[config.mk]
export PLATFORM = sky130hd
export DESIGN_NAME = pipe_hazard_sched
export DESIGN_NICKNAME = d
export VERILOG_FILES = /design/src/rtl/pipe_hazard_sched.sv
export SDC_FILE = /design/constraint.sdc
export NUM_CORES = 1
export LEC_CHECK = 0
export ABC_AREA = 1
export BUFFER_PORTS_ARGS = -buffer_cell sky130_fd_sc_hd__buf_2
export CAP_MARGIN = 40
export CORE_MARGIN = 2
export CORE_UTILIZATION = 45
export DETAILED_ROUTE_END_ITERATION = 8
export PLACE_DENSITY_LB_ADDON = 0.08
export RECOVER_POWER = 50
export SYNTH_ARGS = -nofsm -noshare
export SYNTH_HDL_FRONTEND = slang
export SYNTH_SLANG_ARGS = --single-unit
[constraint.sdc]
create_clock -name clk -period 1.5 [get_ports clk]
set_input_delay 0.3 -clock clk [delete_from_list [all_inputs] [get_ports clk]]
set_output_delay 0.3 -clock clk [all_outputs]
set_load 0.05 [all_outputs]
[src/rtl/pipe_hazard_sched.sv]
// Decode/operand-fetch scheduler: side-effect scoreboard, hazard stalls, 4-cycle holds, interrupt drain.
// Optional stall-cycle counter enabled by defining HAZARD_PERF_CNT_EN.
//
// state | meaning
// RUN   | normal issue; stall only while a scoreboard hazard exists
// HOLD  | fixed stall after a 4-cycle instruction issues
// DRAIN | stall until the scoreboard empties, then acknowledge the interrupt
module pipe_hazard_sched #(
    parameter int PIPE_DEPTH    = 3,
    parameter int FOUR_CYC_HOLD = 3
) (
    input  logic        clk,
    input  logic        rst,
    input  logic        dec_valid,
    input  logic        dec_dep_tpc,
    input  logic        dec_dep_ipc,
    input  logic        dec_dep_flag,
    input  logic        dec_eff_tpc,
    input  logic        dec_eff_ipc,
    input  logic        dec_eff_flag,
    input  logic        dec_eff_cs,
    input  logic        dec_four_cycle,
    input  logic        irq_req,
    input  logic [7:0]  irq_num_in,
    output logic        stop,
    output logic        bubble,
    output logic        irq_take,
    output logic [7:0]  irq_num,
    output logic        sb_busy,
    output logic [31:0] stall_cnt
);

    typedef enum logic [1:0] {RUN, HOLD, DRAIN} state_t;

    typedef struct packed {
        logic valid;
        logic tpc;
        logic ipc;
        logic flag;
        logic cs;
    } sb_entry_t;

    sb_entry_t  sb [PIPE_DEPTH];
    state_t     state;
    logic [2:0] hold_cnt;

    logic any_tpc, any_ipc, any_flag, any_cs_unused;
    logic haz, issue;

    always_comb begin
        sb_busy       = 1'b0;
        any_tpc       = 1'b0;
        any_ipc       = 1'b0;
        any_flag      = 1'b0;
        any_cs_unused = 1'b0;
        for (int i = 0; i < PIPE_DEPTH; i++) begin
            sb_busy       = sb_busy | sb[i].valid;
            any_tpc       = any_tpc | (sb[i].valid & sb[i].tpc);
            any_ipc       = any_ipc | (sb[i].valid & sb[i].ipc);
            any_flag      = any_flag | (sb[i].valid & sb[i].flag);
            any_cs_unused = any_cs_unused | (sb[i].valid & sb[i].cs);
        end
    end

    assign haz = dec_valid & ((dec_dep_tpc & any_tpc) |
                              (dec_dep_ipc & any_ipc) |
                              (dec_dep_flag & any_flag));

    always_comb begin
        stop = 1'b1;
        if (state == RUN) stop = haz;
    end

    assign bubble = stop;
    assign issue  = dec_valid & ~stop;

    // Entry 0 takes the issuing instruction's effects; stalled or empty cycles shift in zeros.
    always_ff @(posedge clk or negedge rst) begin
        if (!rst) begin
            for (int i = 0; i < PIPE_DEPTH; i++) sb[i] <= '0;
        end else begin
            for (int i = PIPE_DEPTH - 1; i >= 1; i--) sb[i] <= sb[i-1];
            if (issue) sb[0] <= '{valid: 1'b1, tpc: dec_eff_tpc, ipc: dec_eff_ipc,
                                  flag: dec_eff_flag, cs: dec_eff_cs};
            else       sb[0] <= '0;
        end
    end

    always_ff @(posedge clk or negedge rst) begin
        if (!rst) begin
            state    <= RUN;
            hold_cnt <= 3'd0;
            irq_take <= 1'b0;
            irq_num  <= 8'd0;
        end else begin
            irq_take <= 1'b0;
            case (state)
                RUN: begin
                    if (!haz) begin
                        if (issue && dec_four_cycle) begin
                            hold_cnt <= 3'(FOUR_CYC_HOLD);
                            state    <= HOLD;
                        end else if (irq_req) begin
                            irq_num <= irq_num_in;
                            state   <= DRAIN;
                        end
                    end
                end
                HOLD: begin
                    hold_cnt <= hold_cnt - 3'd1;
                    if (hold_cnt == 3'd1) state <= RUN;
                end
                DRAIN: begin
                    // Once requested, the acknowledge is committed even if irq_req drops.
                    if (!sb_busy) begin
                        irq_take <= 1'b1;
                        state    <= RUN;
                    end
                end
                default: state <= RUN;
            endcase
        end
    end

`ifdef HAZARD_PERF_CNT_EN
    logic [31:0] stall_cnt_q;

    always_ff @(posedge clk or negedge rst) begin
        if (!rst)      stall_cnt_q <= 32'd0;
        else if (stop) stall_cnt_q <= stall_cnt_q + 32'd1;
    end

    assign stall_cnt = stall_cnt_q;
`else
    assign stall_cnt = 32'd0;
`endif

endmodule

==> metrics.md, run 1 <==
| Metric | Value |
|---|---|
| Detailed Routing Iterations Pass 1 | 4 |
| Worst EP required | 1.20 ns |
| Vias in the first global route | approximately 860 |
| Final hold viol count | 0 |
| Cell breakdown of the critical path | buf_4 > or3_1 > buf_6 |
| Die X-Extent | around 58 um |
| Final nets | 212 |
| Tightest Pin Transition | 0.5732 ns |
| Initial antenna violation count | 0 |
| Fillers | 260 |
| Power Total | 0.003505 W |
| CTS H-tree lvls | 1 |
| Synth warn | 0 |
| Hold endpoint | sb[13] |
| Critical path fanouts, max | 5 |
| Setup ws final | -0.3146 ns |
| Worst Setup Start Kind | flop |
| Initial Util | 0.4777 |
| Clock latency on the worst-skew pair | 0.31 ns |
| Routed wire per std cell | approximately 11 um |
| Grt total ovfl | 0 |
| Diode count | 0 |
| VDD IR-drop max | 1.663 mV |
| Setup crit end kind | primary output |
| CP max stage delay | 0.44 ns |
| F_max | approximately 550 MHz |
| IO Count | 64 |
| Layout area overhead | 18.55% |
| Area of the multi-input gates | between 500 and 600 um2 |
| Critical path data arrival time | approximately 1.5 ns |
| DR vias/cell | 4.391 |
| Bufs on Longest Clock Path | 2 |
| Max_cap viols | 0 |
| Routed Antenna Nets | 0 |
| Non-Filler Instances | 220 |
| CTS clk-pin slew, worst paths | around 0.14 ns |
| R2r worst-path depth | 12 |
| Reg-to-Reg End | irq_num[6] |
| Clock Sinks | 26 |
| Max-slew headroom | 0.6179 |
| CTS tree | done |
| Violated checks | setup timing |
| Drt total wl | 2.387 mm |
| Min-delay src | dec_eff_tpc |
| Post-synthesis cell count | roughly 150 |
| Hold Path Cell Cnt | 3 |
| Internal reg-to-reg setup slack | -0.26 ns |
| Vias after detailed routing | 966 |
| CTS root buf | clkbuf_4 |
| Pwr per Cell Area | 2225 nW/um2 |
| Hpwl dp | 1.731 mm |
| Kind of critical path | flop to primary output |
| Sequential area share after synthesis | 0.4896 |
| FP Rows | 19 |
| Fin crit share | 1.210 |
| RSZ-0062 raised after global routing | yes |
| Global-route wire length before repair | 3.691 mm |
| Setup Skew | 0.004503 ns |
| Final design utilization | 0.5664 |
| Share of cells above drive strength 1 | 0.3280 |
| Core footprint | 2781 um2 |
| Register Area | roughly 650 um2 |
| Die area | 3404 um2 |
| PortBufs | 30 |
| Slowest-stage cell, CP | dfrtp_1 |
| Placer Congestion | about 0.7 |
| Worst r2r src | sb[14] |
| Min-Delay Path Class | input port to flop |
| Post-synth cell types | 19 |
| Status | complete, but fails checks |
| # DRC | 0 |
| Leak pwr | 0.9342 nW |
| Max Slew Vio Count | 0 |
| Total CTS buffers | 3 |
| Cell Area, Synth | 1329 um2 |
| Final setup viols | 15 |
| Seq cells post-synth | 26 |
| Largest net degree at the start of global routing | 27 |
| Die Height | 58.34 um |
| Minimum clock period | 1.815 ns |
| Buf/Inv on CP | 2 |
| Avg Cell Area, Syn | ~9.0 um2 |
| 1st-iter DRT viols | 14 |
| Total global-route track usage | 0.1416 |
| Post-Place Cells | 206 |
| Place WS | -0.003350 ns |
| Crit path max-delay family | flip-flops |
[logic make-up after synthesis]
kind of cell / after synthesis / share of synthesized area
fa+ha+maj: 2 / 0.01883
flops: 26 / 0.4896
buf+inv: 45 / 0.2260
simple gates: 71 / 0.2524
compound gates: 2 / 0.01036
other cells: 1 / 0.002822
[synth_stat cells, drive strengths merged]
| master | count | area [um2] |
|---|---|---|
| or2 | 1 | 6.260 |
| ha | 2 | 25.02 |
| inv | 11 | 41.29 |
| nand2 | 44 | 177.7 |
| buf | 34 | 259.0 |
| nor3 | 1 | 5.000 |
| nand4 | 1 | 12.51 |
| o21ai | 2 | 13.76 |
| or3 | 1 | 6.260 |
| conb | 1 | 3.750 |
| dfrtp | 26 | 650.6 |
| nand3 | 16 | 80.08 |
| nor2 | 7 | 47.54 |
[power breakdown]
| part | leakage [nW] | switching, W | internal (W) | total, W |
|---|---|---|---|---|
| logic | 0.579 | 0.00139 | 0.000640 | 0.00203 |
| registers | 0.335 | 0.000172 | 0.000961 | 0.00113 |
| clock network | 0.0210 | 0.000198 | 0.000148 | 0.000347 |
| total | 0.934 | 0.00176 | 0.00175 | 0.00350 |
[tightest hold or removal path, stage by stage]
cell,delay [ns]
buf_2,0.09
inv_1,0.04
nor2_1,0.03
[layout by cell type (no fill, tap or decap), types with 2 or more instances in the layout]
cell / Yosys / routed
nand2_4: 1 / 3
clkbuf_4: 0 / 3
buf_8: 0 / 2
nand2_2: 2 / 6
buf_4: 33 / 7
nand2_1: 41 / 36
ha_1: 2 / 2
nor2_2: 2 / 2
buf_6: 1 / 2
buf_2: 0 / 27
nor2_1: 4 / 4
dfrtp_1: 26 / 26
nand3_2: 0 / 3
nand3_1: 16 / 13
conb_1: 1 / 32
inv_1: 11 / 10
[per-layer routing]
| layer | track usage | part of all wire | up-vias |
|---|---|---|---|
| met3 | 0.02857 | 0.057 | 2 |
| met4 | 0.04983 | 0.0063 | 0 |
| li1 | - | - | 475 |
| met1 | 0.1762 | 0.42 | 454 |
| met2 | 0.2440 | 0.51 | 35 |
| met5 | 0 | 0 | - |
[worst max-delay path by stage]
| stage | from | end | cells past startpoint |
|---|---|---|---|
| 5_1_grt | sb[14] | bubble | 7 |
| 3_3_place_gp | sb[14] | bubble | 7 |
| 2_1_floorplan | sb[14] | stop | 7 |
| 3_5_place_dp | sb[9] | bubble | 7 |
| 6_report | sb[14] | sb_busy | 3 |
| 4_1_cts | sb[14] | bubble | 7 |
[repair_timing]
item / 4_1_cts / 5_1_grt
setup buffers: 4 / 5
gates resized for setup: 6 / 13
pin swaps: 2 / 12
endpoints found under the hold margin: 26 / 0
cloned: 0 / 1
hold buffers: 1 / 0
setup endpoints to repair: 11 / 15
[state kept, by name (all words and copies together) (netlist names)]
signal	flops
state	2
irq_num	8
irq_take	1
sb	12
hold_cnt	3
[cell type report]
cell class,instances,share of cell area
flip-flops and latches,26,0.4130
multi-input cells,108,0.3415
repair buffers,40,0.1716
inverters,11,0.02621
well taps,31,0.02462
clock buffers,4,0.02303
[per-stage QoR]
stage | hold slack, ns | TNS, ns | area (um2)
3_3_place_gp | 0.3283 | 0 | 1388
5_1_grt | 0.1597 | -4.388 | 1575
6_report | 0.1728 | -2.899 | 1575
4_1_cts | 0.1669 | -1.755 | 1495
2_1_floorplan | 0.004409 | 0 | 1450
3_5_place_dp | 0.3338 | -0.008305 | 1388
No activity file was read; power rests on OpenSTA's default activity.
==> inputs of run 2 (changes only) <==
--- a/config.mk
+++ b/config.mk
@@ -8,6 +8,7 @@
 export ABC_AREA = 1
 export BUFFER_PORTS_ARGS = -buffer_cell sky130_fd_sc_hd__buf_2
 export CAP_MARGIN = 40
+export CORE_ASPECT_RATIO = 1.25
 export CORE_MARGIN = 2
 export CORE_UTILIZATION = 45
 export DETAILED_ROUTE_END_ITERATION = 8
==> run 2 against run 1 <==
  * The run still ends with setup timing left
  * Worst hold slack worse by 0.0078 ns
  * Power is 2.5% higher
  * Combinational power decreased by 3%
  * Critical path depth is 4 higher
  * Design area up 0.79%
  * Die area about the same
  * Wire length decreased by 3.2%
  * Setup slack improved by 0.054 ns
  * Sequential power is essentially flat
  * Critical endpoint is now stop
  * Non-clock buffer count decreased by 4
==> metrics.md, run 2 (synthesized netlist as in run 1, its figures left out) <==
| Metric | Value |
|---|---|
| Min Hold Slack | 0.1650 ns (was 0.1728 ns) |
| Critical path data arrival time | 1.46 ns (was 1.51 ns) |
| F_max | 568.1 MHz (was 551.1 MHz) |
| Max Slew Vio Count | 0 (unchanged) |
| Layout area overhead | 19.49% (was 18.55%) |
| Worst Setup Start Kind | flop (unchanged) |
| Vias after detailed routing | 946 (was 966) |
| Vias in the first global route | 856 (was 857) |
| Kind of critical path | flop to primary output (unchanged) |
| IO Count | 64 (unchanged) |
| Hold endpoint | sb[11] (was sb[13]) |
| Fillers | 280 (was 260) |
| Setup ws final | -0.2603 ns (was -0.3146 ns) |
| # DRC | 0 (unchanged) |
| Final instance area | 1588 um2 (was 1575 um2) |
| Total global-route track usage | 0.1387 (was 0.1416) |
| Detailed Routing Iterations Pass 1 | 4 (unchanged) |
| DR vias/cell | 4.261 (was 4.391) |
| Cell breakdown of the critical path | nand2_1 > nand3_2 > nand2_2 > inv_2 > o21ai_4 > nand2_4 > buf_8 (was buf_4 > or3_1 > buf_6) |
| CTS clk-pin slew, worst paths | 0.14 ns (about the same) |
| Share of cells above drive strength 1 | 0.3280 (about the same) |
| Top routing layer used | met4 (unchanged) |
| RSZ-0062 raised after global routing | yes (unchanged) |
| Final hold viol count | 0 (unchanged) |
| Setup Skew | 0.008221 ns (was 0.004503 ns) |
| Wire length on met1 | 931 um (was 1.014 mm) |
| Grt total ovfl | 0 (unchanged) |
| Max-slew headroom | 0.5823 (was 0.6179) |
| Dpl cell area | 1406 um2 (was 1388 um2) |
| Worst r2r src | sb[14] (unchanged) |
| Reg-to-Reg End | irq_num[2] (was irq_num[6]) |
| Min-Delay Path Class | input port to flop (unchanged) |
| 1st-iter DRT viols | 24 (was 14) |
| Drt total wl | 2.310 mm (was 2.387 mm) |
| Die X-Extent | 52.61 um (was 58.34 um) |
| Max FFs per register | 12 (unchanged) |
| Routed Antenna Nets | 0 (unchanged) |
| Diode count | 0 (unchanged) |
| FP Rows | 22 (was 19) |
| Setup crit end kind | primary output (unchanged) |
| Global-route wire length before repair | 3.560 mm (was 3.691 mm) |
| Pwr per Cell Area | 2263 nW/um2 (was 2225 nW/um2) |
| Die area | 3406 um2 (was 3404 um2) |
| Routed wire per std cell | 10.41 um (was 10.85 um) |
| DR WL met2 | 1.181 mm (was 1.219 mm) |
| VDD IR-drop max | 1.685 mV (was 1.663 mV) |
| PortBufs | 30 (unchanged) |
| Final setup viols | 15 (unchanged) |
| Register Area | 650.6 um2 (unchanged) |
| Critical path fanouts, max | 5 (unchanged) |
| Clock latency on the worst-skew pair | 0.32 ns (was 0.31 ns) |
| Min-delay src | dec_eff_flag (was dec_eff_tpc) |
| Bufs on Longest Clock Path | 2 (unchanged) |
| Violated checks | setup timing (unchanged) |
| CTS H-tree lvls | 1 (unchanged) |
| Initial antenna violation count | 0 (unchanged) |
| Largest registers | sb x12, irq_num x8, hold_cnt x3 (unchanged) |
| Most frequent cells in the layout | nand2_1, conb_1, dfrtp_1, buf_2, nand3_1 (was nand2_1, conb_1, buf_2, dfrtp_1, nand3_1) |
| Total CTS buffers | 3 (unchanged) |
| Internal reg-to-reg setup slack | -0.22 ns (was -0.26 ns) |
| Leak pwr | 0.9270 nW (was 0.9342 nW) |
| Non-Filler Instances | 222 (was 220) |
| Minimum clock period | 1.760 ns (was 1.815 ns) |
| Area of the multi-input gates | 561.8 um2 (was 538.0 um2) |
| Hpwl dp | 1.686 mm (was 1.731 mm) |
| Placer Congestion | 0.7189 (was 0.6942) |
| Largest net degree at the start of global routing | 27 (unchanged) |
| Largest Register | sb (unchanged) |
| Initial Util | 0.4597 (was 0.4777) |
| Setup TNS | -2.614 ns (was -2.899 ns) |
| Post-Place Cells | 211 (was 206) |
| Die Height | 64.76 um (was 58.34 um) |
| R2r worst-path depth | 12 (unchanged) |
| Slowest-stage cell, CP | dfrtp_1 (unchanged) |
| Worst EP required | 1.20 ns (about the same) |
| Max_cap viols | 0 (unchanged) |
| Hold Path Cell Cnt | 3 (unchanged) |
| Fin crit share | 1.174 (was 1.210) |
| Status | complete, but fails checks (unchanged) |
| Clock Sinks | 26 (unchanged) |
| CTS tree | done (unchanged) |
| Tightest Pin Transition | 0.6265 ns (was 0.5732 ns) |
| Final nets | 209 (was 212) |
| CP max stage delay | 0.44 ns (about the same) |
| Met3 wire length | 147 um (was 137 um) |
| Core footprint | 2890 um2 (was 2781 um2) |
| CTS root buf | clkbuf_4 (unchanged) |
[run 2: what timing repair did]
item                                    in CTS  in global routing
cloned                                       0                  2
endpoints found under the setup margin       3                 15
setup buffers                                2                  2
hold endpoints to repair                    26                  0
hold buffers                                 1                  0
gates resized for setup                      6                 16
pin swaps                                    2                  6
[run 2: worst max-delay path by stage]
stage | cells after the start | end | slack [ns] | startpoint
after floorplan | 7 | stop | 0.02 | sb[14]
after global placement | 7 | bubble | 0.04 | sb[14]
after detailed placement | 7 | stop | 0.03 | sb[9]
after CTS | 7 | stop | -0.29 | sb[14]
after global routing | 7 | stop | -0.37 | sb[9]
final | 7 | stop | -0.26 | sb[14]
[run 2: cell type report]
type / count / share of cell area
repair buffers: 36 / 0.1489
inverters: 11 / 0.02600
flip-flops and latches: 26 / 0.4098
multi-input cells: 109 / 0.3538
clock inverters: 1 / 0.01891
clock buffers: 3 / 0.01418
well taps: 36 / 0.02837
[run 2: routing by layer]
layer / vias to the layer above / global-route usage
met4: 0 / 0.06731
met5: - / 0
met1: 436 / 0.1564
li1: 469 / -
met3: 4 / 0.01843
met2: 37 / 0.2484
[run 2: stage by stage]
step	utilization	power (W)	setup WS (ns)
floorplan	-	0.002545	0.01795
global placement	0.4866	0.002788	0.04261
detailed placement	0.4866	0.002825	0.03115
CTS	0.5199	0.003430	-0.2936
global route	0.5494	0.003828	-0.3659
finish	0.5494	0.003593	-0.2603
[run 2: worst max-delay path: cells and delay by family, from the launching register on]
kind	cells	cell delay [ns]
simple gates	4	0.32
buf+inv	2	0.21
compound gates	1	0.16
flops	1	0.44
[run 2: report_power, final]
group	leakage (nW)	internal [W]	switching, W
combinational	0.565	0.000596	0.00138
sequential	0.335	0.000961	0.000184
clock	0.0279	0.000270	0.000203
==> inputs of run 3 (changes only) <==
--- a/config.mk
+++ b/config.mk
@@ -14,6 +14,7 @@
 export DETAILED_ROUTE_END_ITERATION = 8
 export PLACE_DENSITY_LB_ADDON = 0.08
 export RECOVER_POWER = 50
+export REMOVE_ABC_BUFFERS = 1
 export SYNTH_ARGS = -nofsm -noshare
 export SYNTH_HDL_FRONTEND = slang
 export SYNTH_SLANG_ARGS = --single-unit
==> run 3 against run 2 <==
  * Die area unchanged
  * Register-to-register slack better by 0.13 ns
  * Via count is 2.9% lower
  * Clock skew grew 0.0016 ns
  * Non-clock buffer count is 2 higher
  * Critical path depth fell by 4
  * The run still ends with setup timing left
  * Worst hold slack gained 0.017 ns
  * Clock power down 1%
  * First-iteration DRC count fell by 50%
  * Sequential power barely moved
  * Design area decreased by 2.1%
  * Clock-buffer cell count is the same
==> metrics.md, run 3 (synthesized netlist as in run 1, its figures left out) <==
| Metric | Value |
|---|---|
| # DRC | 0 (unchanged) |
| Met3 Use GR | 0.02304 (was 0.01843) |
| Core footprint | 2890 um2 (unchanged) |
| Min-delay src | dec_eff_ipc (was dec_eff_flag) |
| Hpwl dp | 1.627 mm (was 1.686 mm) |
| F_max | 570.7 MHz (was 568.1 MHz) |
| Max FFs per register | 12 (unchanged) |
| Gr busiest metal | met2 (unchanged) |
| Largest net degree at the start of global routing | 27 (unchanged) |
| Setup crit end kind | primary output (unchanged) |
| Violated checks | setup timing (unchanged) |
| Max-slew headroom | 0.5813 (was 0.5823) |
| Total CTS buffers | 3 (unchanged) |
| Vias in the first global route | 808 (was 856) |
| Critical path fanouts, max | 4 (was 5) |
| CTS tree | done (unchanged) |
| Die Height | 64.76 um (unchanged) |
| Kind of critical path | flop to primary output (unchanged) |
| Max Slew Vio Count | 0 (unchanged) |
| Register Area | 650.6 um2 (unchanged) |
| PortBufs | 30 (unchanged) |
| Global-route wire length before repair | 3.394 mm (was 3.560 mm) |
| VDD IR-drop max | 1.332 mV (was 1.685 mV) |
| CP max stage delay | 0.43 ns (was 0.44 ns) |
| Tightest Pin Transition | 0.6280 ns (was 0.6265 ns) |
| Routed Antenna Nets | 0 (unchanged) |
| Min-Delay Path Class | input port to flop (unchanged) |
| Final nets | 210 (was 209) |
| Diode count | 0 (unchanged) |
| FP Rows | 22 (unchanged) |
| Critical path data arrival time | 1.45 ns (was 1.46 ns) |
| Setup ws final | -0.2522 ns (was -0.2603 ns) |
| GRT met1 Usage | 0.1624 (was 0.1564) |
| IO Count | 64 (unchanged) |
| Most common cell after layout, fill and taps aside | nand2_1 |
| Share of cells above drive strength 1 | 0.2834 (was 0.3280) |
| Slowest-stage cell, CP | dfrtp_1 (unchanged) |
| 1st-iter DRT viols | 12 (was 24) |
| Vias after detailed routing | 919 (was 946) |
| Die area | 3406 um2 (unchanged) |
| Detailed Routing Iterations Pass 1 | 3 (was 4) |
| Hold endpoint | sb[12] (was sb[11]) |
| Fillers | 287 (was 280) |
| Non-Filler Instances | 223 (was 222) |
| GR Util met2 | 0.2250 (was 0.2484) |
| Layout area overhead | 16.95% (was 19.49%) |
| Minimum clock period | 1.752 ns (was 1.760 ns) |
| RSZ-0062 raised after global routing | yes (unchanged) |
| Total global-route track usage | 0.1302 (was 0.1387) |
| Leak pwr | 0.9228 nW (was 0.9270 nW) |
| Worst Setup Start Kind | flop (unchanged) |
| Largest Register | sb (unchanged) |
| Most frequent cells in the layout | nand2_1, conb_1, dfrtp_1, buf_2, nand3_1 (unchanged) |
| Status | complete, but fails checks (unchanged) |
| CTS root buf | clkbuf_4 (unchanged) |
| Setup TNS | -1.304 ns (was -2.614 ns) |
| Grt total ovfl | 0 (unchanged) |
| DR vias/cell | 4.121 (was 4.261) |
| Fin crit share | 1.168 (was 1.174) |
| Pwr per Cell Area | 2254 nW/um2 (was 2263 nW/um2) |
| Drt total wl | 2.152 mm (was 2.310 mm) |
| Die X-Extent | 52.61 um (unchanged) |
| Final hold viol count | 0 (unchanged) |
| Cell breakdown of the critical path | clkbuf_4 > or3_4 > buf_6 (was nand2_1 > nand3_2 > nand2_2 > inv_2 > o21ai_4 > nand2_4 > buf_8) |
| Final setup viols | 11 (was 15) |
| CTS H-tree lvls | 1 (unchanged) |
| Clock latency on the worst-skew pair | 0.31 ns (was 0.32 ns) |
| CTS clk-pin slew, worst paths | 0.13 ns (was 0.14 ns) |
| Clock Sinks | 26 (unchanged) |
| R2r worst-path depth | 11 (was 12) |
| Post-Place Cells | 212 (was 211) |
| Reg-to-Reg End | irq_num[2] (unchanged) |
| Routed wire per std cell | 9.650 um (was 10.41 um) |
| Bufs on Longest Clock Path | 2 (unchanged) |
| Internal reg-to-reg setup slack | -0.09 ns (was -0.22 ns) |
| Placer Congestion | 0.7003 (was 0.7189) |
| Area of the multi-input gates | 513.0 um2 (was 561.8 um2) |
| Max_cap viols | 0 (unchanged) |
| Initial Util | 0.4597 (unchanged) |
| Worst r2r src | sb[14] (unchanged) |
| Worst EP required | 1.20 ns (about the same) |
| Hold Path Cell Cnt | 3 (unchanged) |
| Min Hold Slack | 0.1818 ns (was 0.1650 ns) |
| Largest registers | sb x12, irq_num x8, hold_cnt x3 (unchanged) |
| Setup Skew | 0.009861 ns (was 0.008221 ns) |
| Initial antenna violation count | 0 (unchanged) |
[run 3: cell types whose count changed in the layout (fill, tap and decap cells not counted), sizes merged]
| cell | delta |
|---|---|
| nor2 | -1 |
| clkbuf | +1 |
| buf | +1 |
[run 3: metrics by stage]
step | total power (W) | area, um2 | setup slack [ns] | util
2_1_floorplan | 0.002426 | 1186 | -0.2167 | -
3_3_place_gp | 0.002798 | 1409 | 0.03429 | 0.4874
3_5_place_dp | 0.002830 | 1409 | 0.02597 | 0.4874
4_1_cts | 0.003397 | 1494 | -0.2400 | 0.5169
5_1_grt | 0.003727 | 1554 | -0.3287 | 0.5377
6_report | 0.003503 | 1554 | -0.2522 | 0.5377
[run 3: worst max path at each step]
| stage | depth (start not counted) | to | slack, ns | from |
|---|---|---|---|---|
| final | 3 | sb_busy | -0.25 | sb[9] |
| after global routing | 7 | bubble | -0.33 | sb[4] |
| after CTS | 7 | bubble | -0.24 | sb[9] |
| after detailed placement | 7 | stop | 0.03 | sb[14] |
| after global placement | 7 | bubble | 0.03 | sb[14] |
| after floorplan | 10 | irq_num[0] | -0.22 | sb[14] |
[run 3: timing repair]
item,in CTS,in global routing
endpoints found under the hold margin,26,0
pin swaps,1,2
buffers inserted,1,4
hold buffers,1,0
cloned,0,1
resized for setup,5,6
endpoints found under the setup margin,3,15
[run 3: per-layer routing]
layer	wire length, um	share of wire
met5	0	0
met4	17	0.0079
met3	93	0.043
met2	1146	0.53
met1	895	0.42
[run 3: cell type report]
cell class,instances,area share
clock buffer,3,0.01449
sequential,26,0.4187
inverter,11,0.02657
clock inverter,1,0.01932
tap,36,0.02899
multi-input combinational,108,0.3301
timing repair buffer,38,0.1618
[run 3: power breakdown]
| part | total [W] | leakage (nW) | internal, W | switching, W |
|---|---|---|---|---|
| Clock | 0.000467 | 0.0279 | 0.000270 | 0.000197 |
| Sequential | 0.00113 | 0.335 | 0.000960 | 0.000166 |
| Combinational | 0.00191 | 0.560 | 0.000582 | 0.00133 |
| Total | 0.00350 | 0.923 | 0.00181 | 0.00169 |
[run 3: worst max-delay path, delay by kind of cell, from the launching register on]
family	cells	cell delay, ns
buffers and inverters	2	0.31
and+or+nand+nor	1	0.40
DFF	1	0.43
